## config.mk

```make
export PLATFORM = sky130hd
export DESIGN_NAME = vga_sync_gen
export DESIGN_NICKNAME = d
export VERILOG_FILES = /design/src/rtl/vga_timing_pkg.sv /design/src/rtl/vga_sync_gen_wrap_counter.sv /design/src/rtl/vga_sync_gen.sv
export SDC_FILE = /design/constraint.sdc
export NUM_CORES = 1
export LEC_CHECK = 0
export BUFFER_PORTS_ARGS = -buffer_cell sky130_fd_sc_hd__buf_2
export CAP_MARGIN = 20
export CORE_UTILIZATION = 40
export DETAILED_ROUTE_END_ITERATION = 7
export PLACE_DENSITY = 0.63
export SYNTH_ARGS = -nofsm -noshare
export SYNTH_HDL_FRONTEND = slang
export SYNTH_SLANG_ARGS = --single-unit
export TNS_END_PERCENT = 100
```

## constraint.sdc

```tcl
create_clock -name clk -period 1.8 [get_ports clk]
set_input_delay 0.18 -clock clk [delete_from_list [all_inputs] [get_ports clk]]
set_output_delay 0.18 -clock clk [all_outputs]
set_load 0.01 [all_outputs]
```

## src/rtl/vga_timing_pkg.sv

```systemverilog
// ---------------------------------------------------------------------------
// vga_timing_pkg
// Shared timing constants for the 640x480@60 VGA pipeline: default porch,
// sync and active widths, helpers that derive the line/frame totals, the
// colour depth and the bit positions of each signal inside uo_out, which is
// packed as {hsync, B0, G0, R0, vsync, B1, G1, R1}.
// ---------------------------------------------------------------------------
package vga_timing_pkg;

    // Position counters are 10 bits, so neither total may exceed 1024.
    localparam int COUNT_W     = 10;
    localparam int COUNT_LIMIT = 1 << COUNT_W;

    // 640x480@60 defaults (pixels / lines).
    localparam int H_ACTIVE_DEF = 640;
    localparam int H_FP_DEF     = 16;
    localparam int H_SYNC_DEF   = 96;
    localparam int H_BP_DEF     = 48;
    localparam int V_ACTIVE_DEF = 480;
    localparam int V_FP_DEF     = 10;
    localparam int V_SYNC_DEF   = 2;
    localparam int V_BP_DEF     = 33;

    // Colour depth per channel (two bits each for R, G and B).
    localparam int COLOR_BITS = 2;

    // Bit positions within uo_out, shared with the output packer.
    localparam int UO_R1_BIT    = 0;
    localparam int UO_G1_BIT    = 1;
    localparam int UO_B1_BIT    = 2;
    localparam int UO_VSYNC_BIT = 3;
    localparam int UO_R0_BIT    = 4;
    localparam int UO_G0_BIT    = 5;
    localparam int UO_B0_BIT    = 6;
    localparam int UO_HSYNC_BIT = 7;

    function automatic int h_total(input int active, input int fp,
                                   input int sync, input int bp);
        return active + fp + sync + bp;
    endfunction

    function automatic int v_total(input int active, input int fp,
                                   input int sync, input int bp);
        return active + fp + sync + bp;
    endfunction

endpackage

```

## src/rtl/vga_sync_gen_wrap_counter.sv

```systemverilog
// ---------------------------------------------------------------------------
// wrap_counter
// 10-bit up counter that counts 0..MAX and wraps to 0. Reset loads MAX so
// the first enabled edge after reset produces 0.
// Ports:
//   clk        in  clock
//   rst_n      in  asynchronous active-low reset (loads MAX)
//   en         in  count enable; counter holds when low
//   count      out current count (flop Q)
//   count_next out value the counter takes on the next edge
//   wrap       out high while count == MAX (next enabled edge wraps to 0)
// ---------------------------------------------------------------------------
module wrap_counter
    import vga_timing_pkg::*;
#(
    parameter logic [COUNT_W-1:0] MAX = COUNT_W'(799)
) (
    input  logic               clk,
    input  logic               rst_n,
    input  logic               en,
    output logic [COUNT_W-1:0] count,
    output logic [COUNT_W-1:0] count_next,
    output logic               wrap
);

    logic [COUNT_W-1:0] count_q;
    logic [COUNT_W-1:0] count_d;

    assign wrap = (count_q == MAX);

    always_comb begin
        count_d = count_q;
        if (en) begin
            count_d = wrap ? '0 : count_q + COUNT_W'(1);
        end
    end

    always_ff @(posedge clk or negedge rst_n) begin
        if (!rst_n) begin
            count_q <= MAX;
        end else begin
            count_q <= count_d;
        end
    end

    assign count      = count_q;
    assign count_next = count_d;

endmodule

```

## src/rtl/vga_sync_gen.sv

```systemverilog
// ---------------------------------------------------------------------------
// vga_sync_gen
// Pixel-clock timing generator: pixel/line counters plus registered sync,
// blanking and start-of-line/frame strobes. Every output is a flop Q and all
// of them describe the same (hpos, vpos) on any cycle.
// Ports:
//   clk         in  pixel clock
//   rst_n       in  asynchronous active-low reset
//   ena         in  count enable; all registers hold while low
//   hpos        out current pixel column, 0..H_TOTAL-1
//   vpos        out current line, 0..V_TOTAL-1
//   hsync       out horizontal sync, at level SYNC_POL while asserted
//   vsync       out vertical sync, at level SYNC_POL while asserted
//   display_on  out high inside the visible area
//   line_start  out high while hpos == 0
//   frame_start out high while hpos == 0 and vpos == 0
// ---------------------------------------------------------------------------
module vga_sync_gen
    import vga_timing_pkg::*;
#(
    parameter int H_ACTIVE = H_ACTIVE_DEF,
    parameter int H_FP     = H_FP_DEF,
    parameter int H_SYNC   = H_SYNC_DEF,
    parameter int H_BP     = H_BP_DEF,
    parameter int V_ACTIVE = V_ACTIVE_DEF,
    parameter int V_FP     = V_FP_DEF,
    parameter int V_SYNC   = V_SYNC_DEF,
    parameter int V_BP     = V_BP_DEF,
    parameter bit SYNC_POL = 1'b0
) (
    input  logic               clk,
    input  logic               rst_n,
    input  logic               ena,
    output logic [COUNT_W-1:0] hpos,
    output logic [COUNT_W-1:0] vpos,
    output logic               hsync,
    output logic               vsync,
    output logic               display_on,
    output logic               line_start,
    output logic               frame_start
);

    localparam int H_TOTAL = h_total(H_ACTIVE, H_FP, H_SYNC, H_BP);
    localparam int V_TOTAL = v_total(V_ACTIVE, V_FP, V_SYNC, V_BP);

    if (H_TOTAL > COUNT_LIMIT) begin : g_h_total_too_large
        $error("vga_sync_gen: H_TOTAL exceeds the 10-bit counter range");
    end
    if (V_TOTAL > COUNT_LIMIT) begin : g_v_total_too_large
        $error("vga_sync_gen: V_TOTAL exceeds the 10-bit counter range");
    end

    localparam logic [COUNT_W-1:0] H_MAX      = COUNT_W'(H_TOTAL - 1);
    localparam logic [COUNT_W-1:0] V_MAX      = COUNT_W'(V_TOTAL - 1);
    localparam logic [COUNT_W-1:0] H_ACT_END  = COUNT_W'(H_ACTIVE);
    localparam logic [COUNT_W-1:0] V_ACT_END  = COUNT_W'(V_ACTIVE);
    localparam logic [COUNT_W-1:0] HS_START   = COUNT_W'(H_ACTIVE + H_FP);
    localparam logic [COUNT_W-1:0] HS_END     = COUNT_W'(H_ACTIVE + H_FP + H_SYNC - 1);
    localparam logic [COUNT_W-1:0] VS_START   = COUNT_W'(V_ACTIVE + V_FP);
    localparam logic [COUNT_W-1:0] VS_END     = COUNT_W'(V_ACTIVE + V_FP + V_SYNC - 1);

    logic [COUNT_W-1:0] h_count, h_next;
    logic [COUNT_W-1:0] v_count, v_next;
    logic               h_wrap, v_wrap;
    logic               v_en;

    // The line counter only advances on the pixel edge that wraps hpos.
    assign v_en = ena & h_wrap;

    wrap_counter #(.MAX(H_MAX)) u_h_counter (
        .clk        (clk),
        .rst_n      (rst_n),
        .en         (ena),
        .count      (h_count),
        .count_next (h_next),
        .wrap       (h_wrap)
    );

    wrap_counter #(.MAX(V_MAX)) u_v_counter (
        .clk        (clk),
        .rst_n      (rst_n),
        .en         (v_en),
        .count      (v_count),
        .count_next (v_next),
        .wrap       (v_wrap)
    );

    logic hsync_q, hsync_d;
    logic vsync_q, vsync_d;
    logic display_on_q, display_on_d;
    logic line_start_q, line_start_d;
    logic frame_start_q, frame_start_d;

    // Decode from the counters' next values so the registered strobes land
    // on the same edge as the hpos/vpos they describe. v_next only moves on
    // the hpos wrap, so vsync is inherently line-aligned.
    always_comb begin
        hsync_d       = hsync_q;
        vsync_d       = vsync_q;
        display_on_d  = display_on_q;
        line_start_d  = line_start_q;
        frame_start_d = frame_start_q;
        if (ena) begin
            hsync_d       = (h_next >= HS_START && h_next <= HS_END) ? SYNC_POL : ~SYNC_POL;
            vsync_d       = (v_next >= VS_START && v_next <= VS_END) ? SYNC_POL : ~SYNC_POL;
            display_on_d  = (h_next < H_ACT_END) && (v_next < V_ACT_END);
            // Next position is (0, *) exactly when hpos is wrapping, and
            // (0, 0) when both counters are at their maximum.
            line_start_d  = h_wrap;
            frame_start_d = h_wrap & v_wrap;
        end
    end

    // Reset state matches the last pixel of a frame, so the first enabled
    // edge presents (0,0) with every start strobe high.
    always_ff @(posedge clk or negedge rst_n) begin
        if (!rst_n) begin
            hsync_q       <= ~SYNC_POL;
            vsync_q       <= ~SYNC_POL;
            display_on_q  <= 1'b0;
            line_start_q  <= 1'b0;
            frame_start_q <= 1'b0;
        end else begin
            hsync_q       <= hsync_d;
            vsync_q       <= vsync_d;
            display_on_q  <= display_on_d;
            line_start_q  <= line_start_d;
            frame_start_q <= frame_start_d;
        end
    end

    assign hpos        = h_count;
    assign vpos        = v_count;
    assign hsync       = hsync_q;
    assign vsync       = vsync_q;
    assign display_on  = display_on_q;
    assign line_start  = line_start_q;
    assign frame_start = frame_start_q;

endmodule

```

---- After elaboration in Yosys (flattened, before gate mapping) ----
Cells that the tools add are included.
Widths: inputs -> output; s select.
word-level totals
  flip-flop bits (word level) ............. 25
  latch bits .............................. 0
  memory bits (writable) .................. 0
  bits in read-only memories .............. 0
  input bits .............................. 3
  output and inout bits ................... 25
  word-level logic and storage cells ...... 28
  memories ................................ 0
operators by class
  add/subtract/negate cells ............... 2
  multiply operators ...................... 0
  divide/modulo/power cells ............... 0
  $lt $le $gt $ge ......................... 6
  eq/ne operators ......................... 2
  shifts and indexed selects .............. 0
  multiplexer cells ....................... 6
  bitwise logic cells ..................... 2
  reductions and logical operators ........ 3
operators by type and width
  kind                   number
  $mux 10                4
  $add 10x1->10 const B  2
  $eq 10x10->1 const B   2
  $ge 10x10->1 const B   1
  $ge 10x9->1 const B    1
  $le 10x10->1 const B   1
  $le 10x9->1 const B    1
  $lt 10x10->1 const B   1
  $lt 10x9->1 const B    1
  $logic_and 1x1->1      3
  $and 1x1->1            2
  $mux 1                 2

---- Logic depth before layout (Yosys ltp) ----
  depth after elaboration ................. 6
  mapped depth ............................ 8
  gate-level depth less buffers ........... 8

---- Cells and area by module ----
A second synthesis with hierarchy kept.
second synthesis, totals
  cells, all modules ...................... 125
  area total of the unflattened synthesis .. 1338.8 µm²
by module, submodules not included
  module                      times used  cells each  area an instance (µm²)  seq. area each (µm²)
  wrap_counter (u_h_counter)  1           52          549.3                   259.0
  wrap_counter (u_v_counter)  1           52          540.5                   254.0
  vga_sync_gen                1           21          249.0                   127.6

---- Least setup slack after synthesis ----
No wires, ideal clock.
  path kind ............................... register to register
  from .................................... reg u_h_counter.count_q[0] (netlist: u_h_counter.count[0])
  to ...................................... reg display_on_q (netlist: display_on)
  setup time .............................. 0.101 ns
  arrival time ............................ 1.863 ns
  required time ........................... 1.699 ns
  slack ................................... -0.164 ns
  stages on the path, launching flop included .. 8
  path buffers ............................ 0
  clock period less this slack ............ 1.964 ns
  path through ............................ dfstp_2 > ha_1 > and3_4 > nand3_1 > nor3_1 > mux2i_1 > nor2_1 > o32ai_1
on the way
  cells in the longest elaborated chain, start to end .. 5
  elaborated cells on any way between the ends .. 9
  those cells by class .................... 1 x add/sub; 2 x order compare; 1 x eq/ne; 3 x mux; 1 x bitwise; 1 x reduce/logical
RTL lines
  element                                        line                                                              RTL
  from (decl)                                    vga_sync_gen_wrap_counter.sv:26                                   logic [COUNT_W-1:0] count_q;
  from (signal assigned)                         vga_sync_gen_wrap_counter.sv:42                                   count_q <= count_d;
  $add 10x1->10 or $eq 10x10->1 (tied branches)  vga_sync_gen_wrap_counter.sv:34, vga_sync_gen_wrap_counter.sv:29
  $mux 10 or $and 1x1->1 (tied branches)         vga_sync_gen_wrap_counter.sv:34, vga_sync_gen.sv:68
  $mux 10                                        vga_sync_gen_wrap_counter.sv:33                                   if (en) begin
  $lt 10x10->1 or $lt 10x9->1 (tied branches)    vga_sync_gen.sv:106                                               display_on_d = (h_next < H_ACT_END) && (v_next < V_ACT_END);
  $logic_and 1x1->1 (*)                          vga_sync_gen.sv:106
  to (signal assigned)                           vga_sync_gen.sv:126                                               display_on_q <= display_on_d;
  to (decl)                                      vga_sync_gen.sv:90                                                logic display_on_q, display_on_d;
Mark *: on every way between the ends. The rest lies on a longest branch, timed or not.
A chain may end at the register's enable or synchronous reset.

---- Worst setup path after layout ----
  from .................................... reg u_h_counter.count_q[1] (netlist: u_h_counter.count[1])
  to ...................................... reg hsync_q (netlist: hsync)
on the way
  cells in the longest elaborated chain, start to end .. 6
  elaborated cells on any way between the ends .. 8
  those cells by class .................... 1 x add/sub; 2 x order compare; 1 x eq/ne; 3 x mux; 1 x reduce/logical
RTL lines
  element                                        line                                                              RTL
  $add 10x1->10 or $eq 10x10->1 (tied branches)  vga_sync_gen_wrap_counter.sv:34, vga_sync_gen_wrap_counter.sv:29
  $mux 10                                        vga_sync_gen_wrap_counter.sv:34                                   count_d = wrap ? '0 : count_q + COUNT_W'(1);
  $mux 10 (*)                                    vga_sync_gen_wrap_counter.sv:33
  $ge 10x10->1 or $le 10x10->1 (tied branches)   vga_sync_gen.sv:104                                               hsync_d = (h_next >= HS_START && h_next <= HS_END) ? SYNC_POL : ~SYNC_POL;
  $logic_and 1x1->1 (*)                          vga_sync_gen.sv:104
  $mux 1 (*)                                     vga_sync_gen.sv:104
  to (signal assigned)                           vga_sync_gen.sv:118                                               hsync_q <= ~SYNC_POL;
  to (signal assigned)                           vga_sync_gen.sv:124                                               hsync_q <= hsync_d;
  to (decl)                                      vga_sync_gen.sv:88                                                logic hsync_q, hsync_d;
Marked as above.

==> impl_results.md <==
- Clock Pin Slew Worst Setup and Hold Paths: approximately 0.090 ns
- CP max stage cell: dfstp_2
- Dpl hpwl: around 3000 um
- Routed length per instance: roughly 14 um
- DR pass1 iterations: 5
- CP Cell Sequence: ha_4 > and3_4 > buf_12 > buf_8 > nand3_4 > xnor2_2 > nor4b_2 > a21oi_1
- Distinct cells, synth: 48
- Final period util: 110%
- Finished Cell Area: between 2000 and 2500 sq um
- Initial core utilization: between 40% and 50%
- Placed inst area: 2020 sq um
- Area leader, netlist: dfrtp_1
- Setup violators final: 6
- Placed Cells: around 270
- CTS root buffer: clkbuf_8
- GR peak layer: met2
- Grt met3 use: under 10%
- Clk sinks: 25
- Largest net degree at the start of global routing: 26
- CP Launch Type: flip-flop
- Slew margin rel.: a little under two thirds
- Critical path data arrival time: ~2.2 ns
- TritonCTS clock tree: yes
- DRC violations left: 0
- Logic pwr share: a little over a third
- Clk_lat worst skew: approximately 0.26 ns
- Core area: 3470 sq um
- PortBufs: 27
- Cell depth of the worst setup path: 8
- Number of synthesized flops with an enable pin: 0
- Syn nets: approximately 170
- Fmax: roughly 500 MHz
- Routed Antenna Nets: 0
- Global placer's final weighted congestion: between 0.9 and 1
- P per Cell Area: 700 nW/um^2
- WP data required: slightly below 2 ns
- Final Non-Filler Cells: between 200 and 300
- Met2 Usage GRT: between 30% and 40%
- Crit end category: flip-flop
- Cell area after synthesis: about 1500 sq um
- Run status: complete, but fails checks
- Grt met1 use: 29.9%
- Critical-path maximum fanout: 7
- Vias in the first global route: ~1400
- Ys Warns: 0
- Setup repair after global routing missed its margin: yes
- First-pass GRT wire length: around 6800 um
- Clock network fraction of design power: 20.5%
- Total internal power: roughly 1.1 mW
- Layout cells sized above 1: between 50% and 60%
- I/O Pins: 28
- Least-Margin Pin Slew: 0.547 ns
- Htree depth: 1
- Asr flop ratio synth: 100%
- Switching part of the total: about a third
- P_leak: just over 1 nW
- DR vias: about 1500
- Ys flop type: dfrtp_1
- CP peak stage delay: around 0.60 ns
- Global Route Usage Sum: a little over a fifth
- Final max-slew violation count: 0
- Setup Crit Path Kind: flip-flop to flip-flop
- Max IR drop VDD: slightly below 0.5 mV
- Hold Fails Final Rpt: 0
- Maximum clock path buffer count: 2
- Clock Skew: roughly 0.0049 ns
- Sequential share of power: between 40% and 50%
- Inserted Clock Buffers: 3
- Via/cell ratio: ~5.3
- Net Sw Power: 0.511 mW
- Max-Cap Viols: 0
- Die span in y: between 60 and 70 um
- Hold Crit Class: input port to flip-flop
- Post-synth top area share: a little over a fifth
- Initial antenna violation count: 0
- Global route overflow: 0
- Inserted Diodes: 0
- Initial DRC count: between 60 and 70
- Failing checks: negative setup slack
- Filler instances: about 300
- Syn Area/Cell: approximately 9.3 sq um
- Die area: about 4000 sq um
- # rows: 21
- FF-to-FF path depth: 8
- Post-Syn Instances: between 150 and 200
- Final worst slack: -0.173 ns
- Nets: between 200 and 250
- Synth-to-layout area growth: 50.9%
- Hold depth: 3
- Buf+Inv Stages, Crit Path: 2
- Top delay family on crit path: simple AND/OR/NAND/NOR gates
- Top cells by area, synth: dfrtp_1 (21%), dfstp_2 (21%), nand2_1 (4.2%), xnor2_1 (4.0%), nand3_1 (3.6%)
- Sequential-to-total area share from yosys stat: between 40% and 50%
- Total negative slack: -0.436 ns
- Minimum clock period: 1.97 ns
- Die X-Extent: ~64 um
- Yosys reg bits: 25
- WL final: between 4000 and 5000 um
- Hold WS: 0.265 ns
==> path summary, 6_finish.rpt <==
path | to | start | slack [ns]
worst max register to register | hsync | u_h_counter.count[1] | -0.17
worst max-delay path | hsync | u_h_counter.count[1] | -0.17
min in group asynchronous | u_h_counter.count[6] | rst_n | 0.42
max in group asynchronous | vsync | rst_n | 0.99
worst min-delay path | display_on | ena | 0.27
worst min register to register | hsync | hsync | 0.49
==> power by group through the flow <==
stage	Sequential (mW)	Clock [mW]	Combinational (mW)
6_report	0.714	0.328	0.560
2_1_floorplan	0.748	0	0.255
5_1_grt	0.723	0.367	0.620
3_5_place_dp	0.713	0	0.499
4_1_cts	0.712	0.349	0.513
3_3_place_gp	0.706	0	0.489
==> layout by cell type (no fill, tap or decap), drive strengths merged, types with 6 or more instances in the layout <==
| cell | count |
|---|---|
| buf | 79 |
| dfrtp | 13 |
| dfstp | 12 |
| inv | 11 |
| nand2 | 17 |
| nand3 | 11 |
| nand4 | 6 |
| nor2 | 11 |
| o21ai | 12 |
| xnor2 | 7 |
==> cell usage after synthesis (2+ instances only) <==
| cell | count |
|---|---|
| a21oi_1 | 5 |
| a41oi_1 | 2 |
| and3_1 | 2 |
| and4_1 | 2 |
| buf_2 | 4 |
| buf_4 | 3 |
| buf_6 | 2 |
| clkbuf_1 | 2 |
| dfrtp_1 | 13 |
| dfstp_2 | 12 |
| ha_1 | 3 |
| inv_1 | 11 |
| nand2_1 | 17 |
| nand3_1 | 11 |
| nand3b_1 | 2 |
| nand4_1 | 5 |
| nor2_1 | 11 |
| nor3_1 | 4 |
| nor4_1 | 3 |
| o21ai_0 | 11 |
| xnor2_1 | 7 |
| xor2_1 | 5 |
==> worst register-to-register path: stages, from the launching register on <==
cell	delay, ns
dfstp_2	0.60
ha_4	0.15
and3_4	0.23
buf_12	0.13
buf_8	0.10
nand3_4	0.08
xnor2_2	0.16
nor4b_2	0.33
a21oi_1	0.11
==> registers in the layout (all words and copies together), names as in the netlist <==
name / flops
u_v_counter.count: 10
display_on: 1
vsync: 1
frame_start: 1
hsync: 1
u_h_counter.count: 10
line_start: 1
==> per-stage QoR <==
step	worst slack (ns)	power [mW]	util [%]
2_1_floorplan	-0.105	1.00	-
3_3_place_gp	-0.221	1.19	58.2
3_5_place_dp	-0.263	1.21	58.2
4_1_cts	-0.155	1.57	61.9
5_1_grt	-0.231	1.71	65.9
6_report	-0.173	1.60	65.9
==> area by class of cell <==
type | count | area [sq um] | share of cell area [%]
Clock buffer | 4 | 45.0 | 1.97
Multi-Input combinational cell | 116 | 935 | 40.9
Timing Repair Buffer | 80 | 568 | 24.8
Inverter | 11 | 41.3 | 1.81
Sequential cell | 25 | 641 | 28.0
Tap cell | 46 | 57.6 | 2.52
==> per-layer routing <==
metal  routed length [um]  up-vias
met3                   94        2
met4                   20        0
li1                     -      737
met1                 1950      746
met2                 1960       23
met5                    0        -
==> repair_timing <==
action,CTS,global route
endpoints found under the setup margin,5,9
gates resized for setup,12,19
hold buffers,1,0
pin swaps,8,15
hold endpoints to repair,13,0
cloned,0,0
buffers inserted,2,7
==> kinds of logic (layout without fill, tap and decap cells) <==
group                    count (synthesis)  after routing  synth area share [%]
adder cells (fa/ha/maj)                  3              3                  2.48
multiplexers                             1              1                 0.661
flip-flops                              25             25                  42.3
AO/OA/AOI/OAI                           32             32                  14.4
buffers and inverters                   22             95                  7.51
XOR/XNOR                                12             12                  6.94
AND/OR/NAND/NOR                         68             68                  25.8
(Power assumes the default switching activity.)
